## src/rtl/bin_to_bcd_seq_if.sv

```systemverilog
// Start/done handshake bundle for the sequential binary-to-BCD converter.
// The requester uses the master modport; the converter uses the slave modport.
interface bin_to_bcd_seq_if #(
  parameter int BIT    = 9,
  parameter int DIGITS = 3
);
  logic                  start;
  logic [BIT-1:0]        number;
  logic                  busy;
  logic                  done;
  logic [4*DIGITS-1:0]   digits;
  logic                  overflow;
  logic [DIGITS-1:0]     blank;

  modport master (
    output start, number,
    input  busy, done, digits, overflow, blank
  );

  modport slave (
    input  start, number,
    output busy, done, digits, overflow, blank
  );
endinterface

```

## src/rtl/bin_to_bcd_seq.sv

```systemverilog
// Double-dabble binary-to-BCD converter, one input bit per clock.
// Results are registered on the final shift, with overflow saturation and leading-zero flags.
module bin_to_bcd_seq #(
  parameter int BIT    = 9,
  parameter int DIGITS = 3
) (
  input  logic            clk,
  input  logic            rst_n,
  bin_to_bcd_seq_if.slave bus
);
  localparam int AW = 4 * DIGITS;
  localparam int CW = $clog2(BIT + 1);
  localparam logic [CW-1:0]     CNT_LOAD  = CW'(BIT);
  localparam logic [CW-1:0]     CNT_ONE   = CW'(1);
  localparam logic [AW-1:0]     ALL_NINE  = {DIGITS{4'h9}};
  localparam logic [DIGITS-1:0] BLANK_RST = {DIGITS{1'b1}} << 1;

  typedef enum logic {
    IDLE  = 1'b0,
    SHIFT = 1'b1
  } state_t;

  state_t            state_q, state_d;
  logic [BIT-1:0]    s_q, s_d;
  logic [AW-1:0]     a_q, a_d;
  logic [CW-1:0]     cnt_q, cnt_d;
  logic              ovf_q, ovf_d;
  logic              done_q, done_d;
  logic [AW-1:0]     digits_q, digits_d;
  logic              overflow_q, overflow_d;
  logic [DIGITS-1:0] blank_q, blank_d;

  logic [AW-1:0]     a_adj_s;
  logic [AW-1:0]     a_sh_s;
  logic [BIT-1:0]    s_sh_s;
  logic              carry_s;

  function automatic logic [AW-1:0] add3(input logic [AW-1:0] a);
    logic [AW-1:0] r;
    r = a;
    for (int i = 0; i < DIGITS; i++) begin
      if (a[4*i +: 4] >= 4'd5) begin
        r[4*i +: 4] = a[4*i +: 4] + 4'd3;
      end else begin
        r[4*i +: 4] = a[4*i +: 4];
      end
    end
    return r;
  endfunction

  // A digit is blanked while it and every more significant digit are zero.
  function automatic logic [DIGITS-1:0] blank_of(input logic [AW-1:0] d);
    logic [DIGITS-1:0] b;
    logic              zero_run;
    b        = '0;
    zero_run = 1'b1;
    for (int i = DIGITS - 1; i >= 1; i--) begin
      zero_run = zero_run & (d[4*i +: 4] == 4'd0);
      b[i]     = zero_run;
    end
    return b;
  endfunction

  assign a_adj_s                    = add3(a_q);
  assign {carry_s, a_sh_s, s_sh_s}  = {a_adj_s, s_q, 1'b0};

  // Next-state, datapath and result-register logic.
  always_comb begin
    state_d    = state_q;
    s_d        = s_q;
    a_d        = a_q;
    cnt_d      = cnt_q;
    ovf_d      = ovf_q;
    done_d     = 1'b0;
    digits_d   = digits_q;
    overflow_d = overflow_q;
    blank_d    = blank_q;
    case (state_q)
      IDLE: begin
        if (bus.start) begin
          s_d     = bus.number;
          a_d     = '0;
          cnt_d   = CNT_LOAD;
          ovf_d   = 1'b0;
          state_d = SHIFT;
        end else begin
          state_d = IDLE;
        end
      end
      SHIFT: begin
        s_d   = s_sh_s;
        a_d   = a_sh_s;
        ovf_d = ovf_q | carry_s;
        cnt_d = cnt_q - CNT_ONE;
        // The last shift publishes the result using the sticky flag including this carry.
        if (cnt_q == CNT_ONE) begin
          state_d    = IDLE;
          done_d     = 1'b1;
          overflow_d = ovf_q | carry_s;
          digits_d   = (ovf_q | carry_s) ? ALL_NINE : a_sh_s;
          blank_d    = blank_of(digits_d);
        end else begin
          state_d = SHIFT;
        end
      end
      default: begin
        state_d = IDLE;
      end
    endcase
  end

  // State and result registers with asynchronous reset.
  always_ff @(posedge clk or negedge rst_n) begin
    if (!rst_n) begin
      state_q    <= IDLE;
      s_q        <= '0;
      a_q        <= '0;
      cnt_q      <= '0;
      ovf_q      <= 1'b0;
      done_q     <= 1'b0;
      digits_q   <= '0;
      overflow_q <= 1'b0;
      blank_q    <= BLANK_RST;
    end else begin
      state_q    <= state_d;
      s_q        <= s_d;
      a_q        <= a_d;
      cnt_q      <= cnt_d;
      ovf_q      <= ovf_d;
      done_q     <= done_d;
      digits_q   <= digits_d;
      overflow_q <= overflow_d;
      blank_q    <= blank_d;
    end
  end

  assign bus.busy     = (state_q == SHIFT);
  assign bus.done     = done_q;
  assign bus.digits   = digits_q;
  assign bus.overflow = overflow_q;
  assign bus.blank    = blank_q;
endmodule

```

## src/flat_wrapper.sv

```systemverilog
// flat-port wrapper written by rule: the top's interface ports become plain ports
module bin_to_bcd_seq_flat 
#(
  parameter int BIT    = 9,
  parameter int DIGITS = 3
)
  (clk, rst_n, bus_start, bus_number, bus_busy, bus_done, bus_digits, bus_overflow, bus_blank);
  bin_to_bcd_seq_if #(.BIT(BIT), .DIGITS(DIGITS)) bus_i ();
  input  logic clk;
  input  logic rst_n;
  input wire logic [$bits(bus_i.start)-1:0] bus_start;
  input wire logic [$bits(bus_i.number)-1:0] bus_number;
  output wire logic [$bits(bus_i.busy)-1:0] bus_busy;
  output wire logic [$bits(bus_i.done)-1:0] bus_done;
  output wire logic [$bits(bus_i.digits)-1:0] bus_digits;
  output wire logic [$bits(bus_i.overflow)-1:0] bus_overflow;
  output wire logic [$bits(bus_i.blank)-1:0] bus_blank;
  assign bus_i.start = bus_start;
  assign bus_i.number = bus_number;
  assign bus_busy = bus_i.busy;
  assign bus_done = bus_i.done;
  assign bus_digits = bus_i.digits;
  assign bus_overflow = bus_i.overflow;
  assign bus_blank = bus_i.blank;
  bin_to_bcd_seq #(.BIT(BIT), .DIGITS(DIGITS)) u_core (.clk(clk), .rst_n(rst_n), .bus(bus_i));
endmodule
```

## config.mk

```make
export PLATFORM = sky130hd
export DESIGN_NAME = bin_to_bcd_seq_flat
export DESIGN_NICKNAME = d
export VERILOG_FILES = /design/src/rtl/bin_to_bcd_seq_if.sv /design/src/rtl/bin_to_bcd_seq.sv /design/src/flat_wrapper.sv
export SDC_FILE = /design/constraint.sdc
export NUM_CORES = 1
export LEC_CHECK = 0
export BUFFER_PORTS_ARGS = -buffer_cell sky130_fd_sc_hd__buf_2
export CAP_MARGIN = 20
export CORE_MARGIN = 4
export CORE_UTILIZATION = 46
export DETAILED_ROUTE_END_ITERATION = 6
export MAX_ROUTING_LAYER = met4
export PLACE_DENSITY = 0.66
export SYNTH_ARGS = -nofsm -noshare
export SYNTH_HDL_FRONTEND = slang
export SYNTH_SLANG_ARGS = --single-unit
```

## constraint.sdc

```tcl
create_clock -name clk -period 3.8 [get_ports clk]
set_input_delay 0.38 -clock clk [delete_from_list [all_inputs] [get_ports clk]]
set_output_delay 0.38 -clock clk [all_outputs]
set_load 0.02 [all_outputs]
```

==> out/metrics.cfg <==
[power]
swShare=0.428
seqPwrFrac=0.389
p_int_uw=1180
comb_power_share=0.477
power_frac_clock=0.135
max-vdd-ir-drop_v=0.000419
p_leak_uw=0.00117
power.switching_uw=883
power-per-cell-area_nw_per_um2=861

[worst_setup_path]
worstPathMaxFanout=8
path_depth=6
crit_buf_inv=1
crit_chain=inv_1 > ha_1 > nand2b_1 > a21oi_1 > mux2_2 > o41ai_1
startpoint=u_core.a_q[8]
reg2reg_depth=6
required_ns=3.97
crit_end=u_core.bus.digits[10]
cp-end-kind=flip-flop
r2r-start=u_core.a_q[8]
timing.rr.end=u_core.bus.digits[10]
crit_path_max_incr_delay_ns=0.46
crit_arrival_ns=2.22
slowest_stage=dfrtp_1
rrSetupSlack_ns=1.76
crit_type=reg2reg
startpoint_type=flip-flop
crit_family=compound AO/OA/AOI/OAI gates

[floorplan]
die_x_um=76.5
start_util=0.486
die_area_um2=5850
ios=30
coreArea_um2=4440
rows=24
die_h_um=76.5

[layout]
multiInputGateArea_um2=986
drive_gt1_frac=0.174
fill_cells=422
utilization=0.540
antenna_cells=0
regArea_um2=1080
syn_to_final_growth_pct=11.1
fin_nets=261
instances_no_fill=294

[clock_network]
cts_htree_levels=2
cts_tree=built
post_cts_resized=0
hold_buffers=0
cts_inserted_buffers=5
clk_pin_slew_ns=0.08
post_cts_buffers=0
clock_sinks=43
clockBufferDepth=2
clk_latency_ns=0.29
cts_root_buffer=clkbuf_8

[timing]
setup_viol=0
worst_pin_slew_ns=0.928
grt_setup_unrepaired=false
timing.setup.tns_ns=0
slew_violations=0
relSlewSlack=0.381
fmax_mhz=489
finalCritPeriodShare=0.538
period_needed_ns=2.04
skew_ns=0.00727
finalHoldViolations=0

[detailed_routing]
drc_errors=0
firstDrtPassIters=4
drtIter0Drc=104
ant_nets=0
wl_per_cell_um=14.2
totalWireLength_mm=4.17
routed_via_density=5.39
via_count=1584

[synth]
yosysUniqueCellTypes=39
yosysTopAreaCell=dfrtp_1
synth_edf_count=0
netlist_area_um2=2160
synthTopCellsByArea=dfrtp_1 48%, mux2i_1 6.5%, nand2_1 5.9%
ys_async_sr_fraction=1.00
avgSynthCellArea_um2=9.99
ys_ff_latch=43
synthFlopType=dfrtp_1
yosysSeqAreaShare=0.500
synth_common_cells=41 x dfrtp_1, 34 x nand2_1, 20 x o21ai_0, 14 x mux2i_1
postSynthCellCount=216
synth.most_common_cell=dfrtp_1
synth_top_cell_area_share=0.475
syn_nets=236
ys_warn_count=0

[run_status]
outcome=complete, no violations

[place]
place_inst=286
port_buffers=28
hpwl_mm=2.86
place.gp.congestion=0.751

[global_route]
grt_pass1_vias=1565
grt_overflow=0
antenna_found_initial=0
grt_start_max_net_pins=50
grt_pass1_wl_mm=7.52
grtUsageTotal=0.164

[hold_path]
min_path_type=in2async

[run]
maxCapViolCount=0

-- how the worst min path moves through the flow --
stage / start / to / slack [ns]
2_1_floorplan: rst_n / u_core.a_q[0] / 0.08
3_3_place_gp: u_core.bus.blank[2] / u_core.bus.blank[2] / 0.45
3_5_place_dp: u_core.bus.blank[2] / u_core.bus.blank[2] / 0.45
4_1_cts: rst_n / u_core.bus.done / 0.26
5_1_grt: rst_n / u_core.a_q[6] / 0.30
6_report: rst_n / u_core.bus.overflow / 0.22
-- worst register-to-register path: stages (launching register included) --
cell	delay [ns]
dfrtp_1	0.46
inv_1	0.11
ha_1	0.29
nand2b_1	0.08
a21oi_1	0.23
mux2_2	0.39
o41ai_1	0.37
-- state kept, by name (all words and copies together) (netlist names) --
register / cells
u_core.s_q: 9
u_core.bus.blank: 2
u_core.bus.done: 1
u_core.cnt_q: 4
u_core.bus.digits: 12
u_core.a_q: 12
u_core.bus.overflow: 1
u_core.ovf_q: 1
u_core.bus.busy: 1
-- power by group through the flow --
stage	registers, uW	clock network [uW]	logic, uW
after floorplan	855	0	696
after global placement	808	0	973
after detailed placement	808	0	993
after CTS	801	287	996
after global routing	834	309	1120
final	802	278	984
-- through the flow --
step,hold slack [ns],power (uW),setup slack (ns),instance area [um^2]
5_1_grt,0.300,2260,1.56,2400
6_report,0.217,2060,1.76,2400
3_3_place_gp,0.446,1780,1.82,2320
3_5_place_dp,0.455,1800,1.77,2320
4_1_cts,0.258,2080,1.74,2400
2_1_floorplan,0.0844,1550,1.98,2160
-- cells in the final DEF (no fill, tap or decap), drive strengths merged, types with 2 or more instances in the layout --
cell type / n
xnor2: 3
a31oi: 3
nand2b: 8
clkbuf: 8
mux2i: 14
o21ai: 22
inv: 11
nor3b: 4
nor2: 11
nor3: 6
nand3b: 2
buf: 29
dfstp: 2
ha: 8
o22a: 2
a21oi: 9
a22o: 4
nand2: 34
dfrtp: 41
a21o: 2
and2b: 2
o31ai: 6
-- metal layers --
metal,share of wire,up-vias,global-route usage
li1,-,792,-
met1,0.48,755,0.214
met2,0.45,32,0.248
met3,0.053,5,0.0473
met4,0.012,0,0.0489
met5,0,-,-
-- cell families after synthesis --
family	Yosys count	share of synthesized area
simple gates	72	0.169
compound gates	52	0.157
flops	43	0.500
buf+inv	22	0.0435
mux	15	0.0701
fa+ha+maj	8	0.0464
xor+xnor	3	0.0122
other cells	1	0.00174
-- area by class of cell --
class	count	share of cell area
sequential	43	0.450
multi-input combinational	151	0.411
timing repair buffer	29	0.0616
clock buffer	8	0.0334
tap	52	0.0271
inverter	11	0.0172
(Power assumes the default switching activity.)
